File: src/rtl/bemf_sequencer.sv
// Back-EMF frame sequencer: inhibits PWM, settles, samples H/L per motor, issues to bemf_update, writes results back.
// Optional BEMF_ADC_TIMEOUT_EN: abort the frame and set sticky adc_err when adc_ack misses ADC_TIMEOUT cycles.
module bemf_sequencer #(
    parameter int SETTLE_CYCLES = 400,
    parameter int ADC_TIMEOUT   = 255
) (
    input  logic        clk,
    input  logic        reset_n,
    input  logic        frame_start,
    output logic        pwm_inhibit,
    output logic        adc_req,
    output logic [2:0]  adc_chan,
    input  logic        adc_ack,
    input  logic [9:0]  adc_data,
    input  logic        calib_wr,
    input  logic [1:0]  calib_sel,
    input  logic [19:0] calib_data,
    input  logic [3:0]  bemf_clr,
    output logic [9:0]  upd_adc_h,
    output logic [9:0]  upd_adc_l,
    output logic [1:0]  upd_mot_sel,
    output logic        upd_valid,
    output logic [19:0] upd_acc,
    output logic [19:0] upd_calib,
    input  logic        res_valid,
    input  logic [1:0]  res_mot_sel,
    input  logic [19:0] res_pos,
    input  logic [19:0] res_vel,
    input  logic [1:0]  rd_sel,
    output logic [19:0] rd_pos,
    output logic [19:0] rd_vel,
    output logic        busy,
    output logic        frame_done,
    output logic        adc_err
);
    // One down-counter serves both the settle wait and the ADC ack timeout.
    localparam int CMAX = (SETTLE_CYCLES > ADC_TIMEOUT) ? SETTLE_CYCLES : ADC_TIMEOUT;
    localparam int CW   = (CMAX > 1) ? $clog2(CMAX + 1) : 1;
    localparam logic [CW-1:0] SETTLE_LOAD = CW'(SETTLE_CYCLES - 1);
`ifdef BEMF_ADC_TIMEOUT_EN
    localparam logic [CW-1:0] TMO_LOAD = CW'(ADC_TIMEOUT - 1);
`endif

    typedef enum logic [2:0] {S_IDLE, S_SETTLE, S_SAMP_H, S_SAMP_L, S_ISSUE, S_DRAIN} state_t;

    state_t            state_q;
    logic [CW-1:0]     cnt_q;
    logic [1:0]        m_q;
    logic [9:0]        h_q;
    logic              pwm_q, busy_q, done_q, adc_req_q;
    logic [2:0]        adc_chan_q;
    logic              upd_valid_q;
    logic [1:0]        upd_mot_sel_q;
    logic [9:0]        upd_adc_h_q, upd_adc_l_q;
    logic [19:0]       upd_acc_q, upd_calib_q;
    logic [3:0][19:0]  acc_q, vel_q, calib_q;
    logic [19:0]       rd_pos_q, rd_vel_q;
    logic [2:0]        infl_q, infl_d;
    logic [3:0]        pend_q, discard_q, iss_oh, res_oh;
    logic              frame_end;
`ifdef BEMF_ADC_TIMEOUT_EN
    logic              adc_err_q;
`endif

    assign frame_end = (state_q == S_DRAIN) && (infl_q == '0);

    always_ff @(posedge clk) begin
        if (!reset_n) begin
            state_q       <= S_IDLE;
            cnt_q         <= '0;
            m_q           <= '0;
            h_q           <= '0;
            pwm_q         <= 1'b0;
            busy_q        <= 1'b0;
            done_q        <= 1'b0;
            adc_req_q     <= 1'b0;
            adc_chan_q    <= '0;
            upd_valid_q   <= 1'b0;
            upd_mot_sel_q <= '0;
            upd_adc_h_q   <= '0;
            upd_adc_l_q   <= '0;
            upd_acc_q     <= '0;
            upd_calib_q   <= '0;
`ifdef BEMF_ADC_TIMEOUT_EN
            adc_err_q     <= 1'b0;
`endif
        end else begin
            upd_valid_q <= 1'b0;
            done_q      <= 1'b0;
            case (state_q)
                S_IDLE: begin
                    if (frame_start) begin
                        state_q <= S_SETTLE;
                        pwm_q   <= 1'b1;
                        busy_q  <= 1'b1;
                        cnt_q   <= SETTLE_LOAD;
                    end
                end
                S_SETTLE: begin
                    if (cnt_q == '0) begin
                        state_q    <= S_SAMP_H;
                        m_q        <= '0;
                        adc_req_q  <= 1'b1;
                        adc_chan_q <= 3'b001;
`ifdef BEMF_ADC_TIMEOUT_EN
                        cnt_q      <= TMO_LOAD;
`endif
                    end else begin
                        cnt_q <= cnt_q - 1'b1;
                    end
                end
                S_SAMP_H, S_SAMP_L: begin
                    // A low adc_req here is the mandatory idle cycle between requests.
                    if (!adc_req_q) begin
                        adc_req_q  <= 1'b1;
                        adc_chan_q <= {m_q, state_q == S_SAMP_H};
`ifdef BEMF_ADC_TIMEOUT_EN
                        cnt_q      <= TMO_LOAD;
`endif
                    end else if (adc_ack) begin
                        adc_req_q <= 1'b0;
                        if (state_q == S_SAMP_H) begin
                            h_q     <= adc_data;
                            state_q <= S_SAMP_L;
                        end else begin
                            state_q       <= S_ISSUE;
                            upd_valid_q   <= 1'b1;
                            upd_adc_h_q   <= h_q;
                            upd_adc_l_q   <= adc_data;
                            upd_mot_sel_q <= m_q;
                            upd_acc_q     <= acc_q[m_q];
                            upd_calib_q   <= calib_q[m_q];
                        end
`ifdef BEMF_ADC_TIMEOUT_EN
                    end else if (cnt_q == '0) begin
                        adc_req_q <= 1'b0;
                        adc_err_q <= 1'b1;
                        state_q   <= S_DRAIN;
                    end else begin
                        cnt_q <= cnt_q - 1'b1;
`endif
                    end
                end
                S_ISSUE: begin
                    if (m_q == 2'd3) begin
                        state_q <= S_DRAIN;
                    end else begin
                        m_q     <= m_q + 1'b1;
                        state_q <= S_SAMP_H;
                    end
                end
                S_DRAIN: begin
                    if (infl_q == '0) begin
                        done_q  <= 1'b1;
                        pwm_q   <= 1'b0;
                        busy_q  <= 1'b0;
                        state_q <= S_IDLE;
                    end
                end
                default: state_q <= S_IDLE;
            endcase
        end
    end

    always_comb begin
        iss_oh = '0;
        res_oh = '0;
        if (upd_valid_q) iss_oh[upd_mot_sel_q] = 1'b1;
        if (res_valid)   res_oh[res_mot_sel]   = 1'b1;
    end

    always_comb begin
        infl_d = infl_q;
        case ({upd_valid_q, res_valid})
            2'b10:   infl_d = infl_q + 3'd1;
            2'b01:   infl_d = infl_q - 3'd1;
            default: infl_d = infl_q;
        endcase
    end

    always_ff @(posedge clk) begin
        if (!reset_n) begin
            infl_q    <= '0;
            pend_q    <= '0;
            discard_q <= '0;
            acc_q     <= '0;
            vel_q     <= '0;
            calib_q   <= '0;
            rd_pos_q  <= '0;
            rd_vel_q  <= '0;
        end else begin
            infl_q <= infl_d;
            pend_q <= (pend_q & ~res_oh) | iss_oh;
            // A clear racing an in-flight update must also kill that update's late writeback.
            if (frame_end) discard_q <= '0;
            else discard_q <= (discard_q & ~res_oh) | (bemf_clr & ((pend_q & ~res_oh) | iss_oh));
            for (int k = 0; k < 4; k++) begin
                if (bemf_clr[k]) begin
                    acc_q[k] <= '0;
                    vel_q[k] <= '0;
                end else if (res_oh[k] && !discard_q[k]) begin
                    acc_q[k] <= res_pos;
                    vel_q[k] <= res_vel;
                end
            end
            if (calib_wr) calib_q[calib_sel] <= calib_data;
            rd_pos_q <= acc_q[rd_sel];
            rd_vel_q <= vel_q[rd_sel];
        end
    end

    assign pwm_inhibit = pwm_q;
    assign busy        = busy_q;
    assign frame_done  = done_q;
    assign adc_req     = adc_req_q;
    assign adc_chan    = adc_chan_q;
    assign upd_valid   = upd_valid_q;
    assign upd_mot_sel = upd_mot_sel_q;
    assign upd_adc_h   = upd_adc_h_q;
    assign upd_adc_l   = upd_adc_l_q;
    assign upd_acc     = upd_acc_q;
    assign upd_calib   = upd_calib_q;
    assign rd_pos      = rd_pos_q;
    assign rd_vel      = rd_vel_q;
`ifdef BEMF_ADC_TIMEOUT_EN
    assign adc_err     = adc_err_q;
`else
    assign adc_err     = 1'b0;
`endif

endmodule

File: config.mk
export PLATFORM = sky130hd
export DESIGN_NAME = bemf_sequencer
export DESIGN_NICKNAME = d
export VERILOG_FILES = /design/src/rtl/bemf_sequencer.sv
export SDC_FILE = /design/constraint.sdc
export NUM_CORES = 1
export LEC_CHECK = 0
export CORE_ASPECT_RATIO = 2
export CORE_MARGIN = 5
export CORE_UTILIZATION = 50
export DETAILED_ROUTE_END_ITERATION = 8
export PLACE_DENSITY = 0.76
export RECOVER_POWER = 25
export SETUP_SLACK_MARGIN = 0.4
export SLEW_MARGIN = 20
export SYNTH_ARGS = -nofsm -noshare
export SYNTH_HDL_FRONTEND = slang
export SYNTH_SLANG_ARGS = --single-unit
File: constraint.sdc
create_clock -name clk -period 1.65 [get_ports clk]
set_input_delay 0.2475 -clock clk [delete_from_list [all_inputs] [get_ports clk]]
set_output_delay 0.2475 -clock clk [all_outputs]
set_load 0.02 [all_outputs]
==> flow_summary.yaml <==
placement:
  gp_congestion: 0.8332
  dp_hpwl_um: 29440
  dpl-instance-area_um2: 18280
  numPlacedInstances: 2231
  place_ws_ns: -0.3690
  io_buffers: 195
sta:
  min_period_ns: 1.630
  fin_skew_ns: 0.02492
  maxSlewHeadroom: 0.5463
  fmax_mhz: 613.6
  fin_setup_tns_ns: 0
  tightest_slew_ns: 0.6806
  slew_violations: 0
  timing.final.ws_setup_ns: 0.02034
  hold_slack_ns: 0.1043
  setup_viol: 0
  fin_crit_sh: 0.9877
  finalHoldViolCount: 0
  rsz0062_at_grt: "yes"
logic_synthesis:
  syn_avg_cell_area_um2: 8.860
  ys_top_cells_by_area: "dfxtp_1 (51%), nand2_1 (15%), mux4_2 (12%), a21oi_1 (8.8%), clkbuf_1 (2.2%)"
  synth_ff_type: "dfxtp_1"
  syn_area_um2: 15220
  yosysUniqueCellTypes: 61
  yosys_register_bits: 384
  yosysWarnings: 0
  ys_seq_area_frac: 0.5050
  synth_edf_count: 0
  synth_cells: 1718
  async_flop_share: 0
  synth_top_area_share: 0.5050
  syn-num-nets: 1808
  synth_top_area_cell: "dfxtp_1"
clock_tree:
  cts_hold_buffers: 0
  cts-root-buf: "clkbuf_16"
  cts.sink_count: 384
  cts.path.max_buffers: 3
  clk_latency_ns: 0.54
  cts_tree: "yes"
  numCtsBuffers: 35
  h-tree-depth: 2
  clkTransAtPathRegs_ns: 0.07
power_and_ir_drop:
  cellInternalPower_mw: 15.34
  swShare: 0.2387
  vdd_drop_max_uv: 994.6
  p_clk_frac: 0.434
  pwr-share-seq: 0.476
  p_sw_mw: 4.811
  p_total_mw: 20.15
  power_density_nw_per_um2: 965.1
  combPwrFrac: 0.091
  p_leak_nw: 7.813
cells_and_area:
  drive_gt1_frac: 0.3123
  final_nets: 2048
  area_growth_pct: 37.18
  fin_cells: 2355
  stdcell_area_um2: 20880
  fillers: 2201
  final_util: 0.6919
setup_path:
  cp.depth: 5
  crit_slowest_cell: "dlygate4sd3_1"
  cp.required_ns: 2.04
  rr_worst_depth: 7
  reg2reg_to: "infl_q[2]"
  cp_num_buf_inv: 2
  r2r-start: "upd_valid"
  critical_path.max_stage_delay_ns: 0.61
  end_kind: "flop"
  cp_max_fo: 20
  start_kind: "primary input"
  worstPathCellList: "dlygate4sd3_1 > or3b_2 > clkbuf_2 > nand2_1 > a21oi_1"
  crit_family: "buffers and inverters"
  worstPathArrival_ns: 2.02
  crit_type: "in -> reg"
  rrSetupSlack_ns: 0.09
floorplanning:
  io_pins: 197
  die_w_um: 133.4
  die_h_um: 256.8
  die_area_um2: 34240
  core_um2: 30180
  rows: 90
  start_util: 0.5044
routing:
  drt-pass1-iter-count: 6
  drt_iter0_drc: 1065
  drc_errors: 0
  num_vias: 13600
  vias_per_cell: 5.773
  wire_per_inst_um: 20.14
  drtAntennaViolNets: 0
  routed_wl_um: 47430
worst_hold_path:
  min_path_type: "in -> reg"
  min_path_cells: 2
  min_to: "pend_q[2]"
  hold_path.startpoint: "reset_n"
flow_run:
  cap_violations: 0
global_route:
  antenna_found_initial: 3
  grt_max_degree: 93
  overflow: 0
  track_usage: 0.2648
  grt_pass1_wl_um: 72710
  grt_pass1_vias: 13800
outcome:
  outcome: "completed"
worst max path at each step:
stage | startpoint | end | slack [ns]
after CTS | upd_valid | infl_q[2] | 0.10
after detailed placement | res_valid | acc_q[2] | -0.37
after global routing | upd_valid | infl_q[2] | 0.03
after global placement | res_valid | vel_q[8] | -0.35
after floorplan | upd_valid | infl_q[2] | 0.14
final | calib_sel[0] | calib_q[3] | 0.02
per-layer routing:
| layer | part of all wire | vias up | wire, µm | GRT usage |
|---|---|---|---|---|
| met1 | 0.32 | 6520 | 15080 | 0.2687 |
| met5 | 0.00015 | - | 7 | 0 |
| met4 | 0.066 | 2 | 3154 | 0.1656 |
| li1 | - | 6258 | - | - |
| met2 | 0.56 | 630 | 26440 | 0.5001 |
| met3 | 0.058 | 185 | 2750 | 0.03609 |
power groups by stage:
stage	registers (mW)	clock network, mW	logic (mW)
after floorplan	9.79	0	0.865
after global placement	9.79	0	1.59
after detailed placement	9.80	0	1.63
after CTS	9.57	8.88	1.76
after global routing	9.60	9.26	1.95
final	9.58	8.74	1.83
sequential cells by signal, indices dropped and copies added (netlist names), 2 cells and up:
signal / count
acc_q: 80
calib_q: 80
vel_q: 80
rd_pos: 20
rd_vel: 20
upd_acc: 20
upd_calib: 20
h_q: 10
upd_adc_h: 10
upd_adc_l: 10
cnt_q: 9
discard_q: 4
pend_q: 4
adc_chan: 3
infl_q: 3
state_q: 3
m_q: 2
upd_mot_sel: 2
synthesized netlist by cell type (all sizes together), types with 2 or more instances:
library cell and count:
nand3 48, clkbuf 89, nor2 34, nor2b 5, and3 4, or3b 3
o31ai 2, inv 12, a21oi 267, nor4 4, mux2i 10, or2 5
dfxtp 384, nand3b 5, nor3 12, nand2b 2, buf 40, and4bb 2
mux4 80, a211oi 5, a2111oi 2, nand2 616, o21ai 6, nor3b 4
or3 3, ha 3, xor2 2, nand4 2, a22oi 5, and2 42
what timing repair did:
action	CTS	global route
endpoints found under the setup margin	369	200
gates cloned	10	4
gates resized for setup	813	114
buffers inserted	23	21
pin swaps	31	33
cells in the final DEF, fill, tap and decap left out, types with 5 or more instances in the layout:
master and n:
or2_2 5, mux4_2 80, nand2_2 27, nor3_1 6, clkinv_2 6, nand2_4 12, nor3_2 5, inv_2 5
nand2_1 577, clkdlybuf4s50_1 77, mux2i_1 8, a21oi_2 9, and2_1 22, clkbuf_8 7, inv_1 7, dfxtp_4 12
clkbuf_1 7, dfxtp_1 267, buf_6 124, nand3b_1 5, nand3_1 46, nor2_1 25, buf_12 34, a21oi_1 258
and2_0 20, buf_16 10, buf_4 64, clkbuf_16 41, dfxtp_2 105, clkbuf_2 5, nor2_4 7
kinds of logic after synthesis:
group,after synthesis,share of synthesized area
AOI/OAI and AO/OA,300,0.1044
buffers and inverters,142,0.03880
adders and majority gates,4,0.003781
xor gates and xnor gates,2,0.001151
other,1,0.0002464
and+or+nand+nor,795,0.2217
DFF,384,0.5050
muxes,90,0.1249
final cells by class:
cell class                      count  area (µm²)  area share
Sequential cell                   384        7864      0.3766
Multi-Input combinational cell   1192        7430      0.3558
Timing Repair Buffer              332        3822      0.1831
Clock buffer                       47        1033     0.04949
Tap cell                          368       460.4     0.02205
Clock inverter                     17       215.2     0.01031
Inverter                           13       51.30    0.002457
Antenna cell                        2       5.005   0.0002397
No activity file was read; power rests on OpenSTA's default activity.
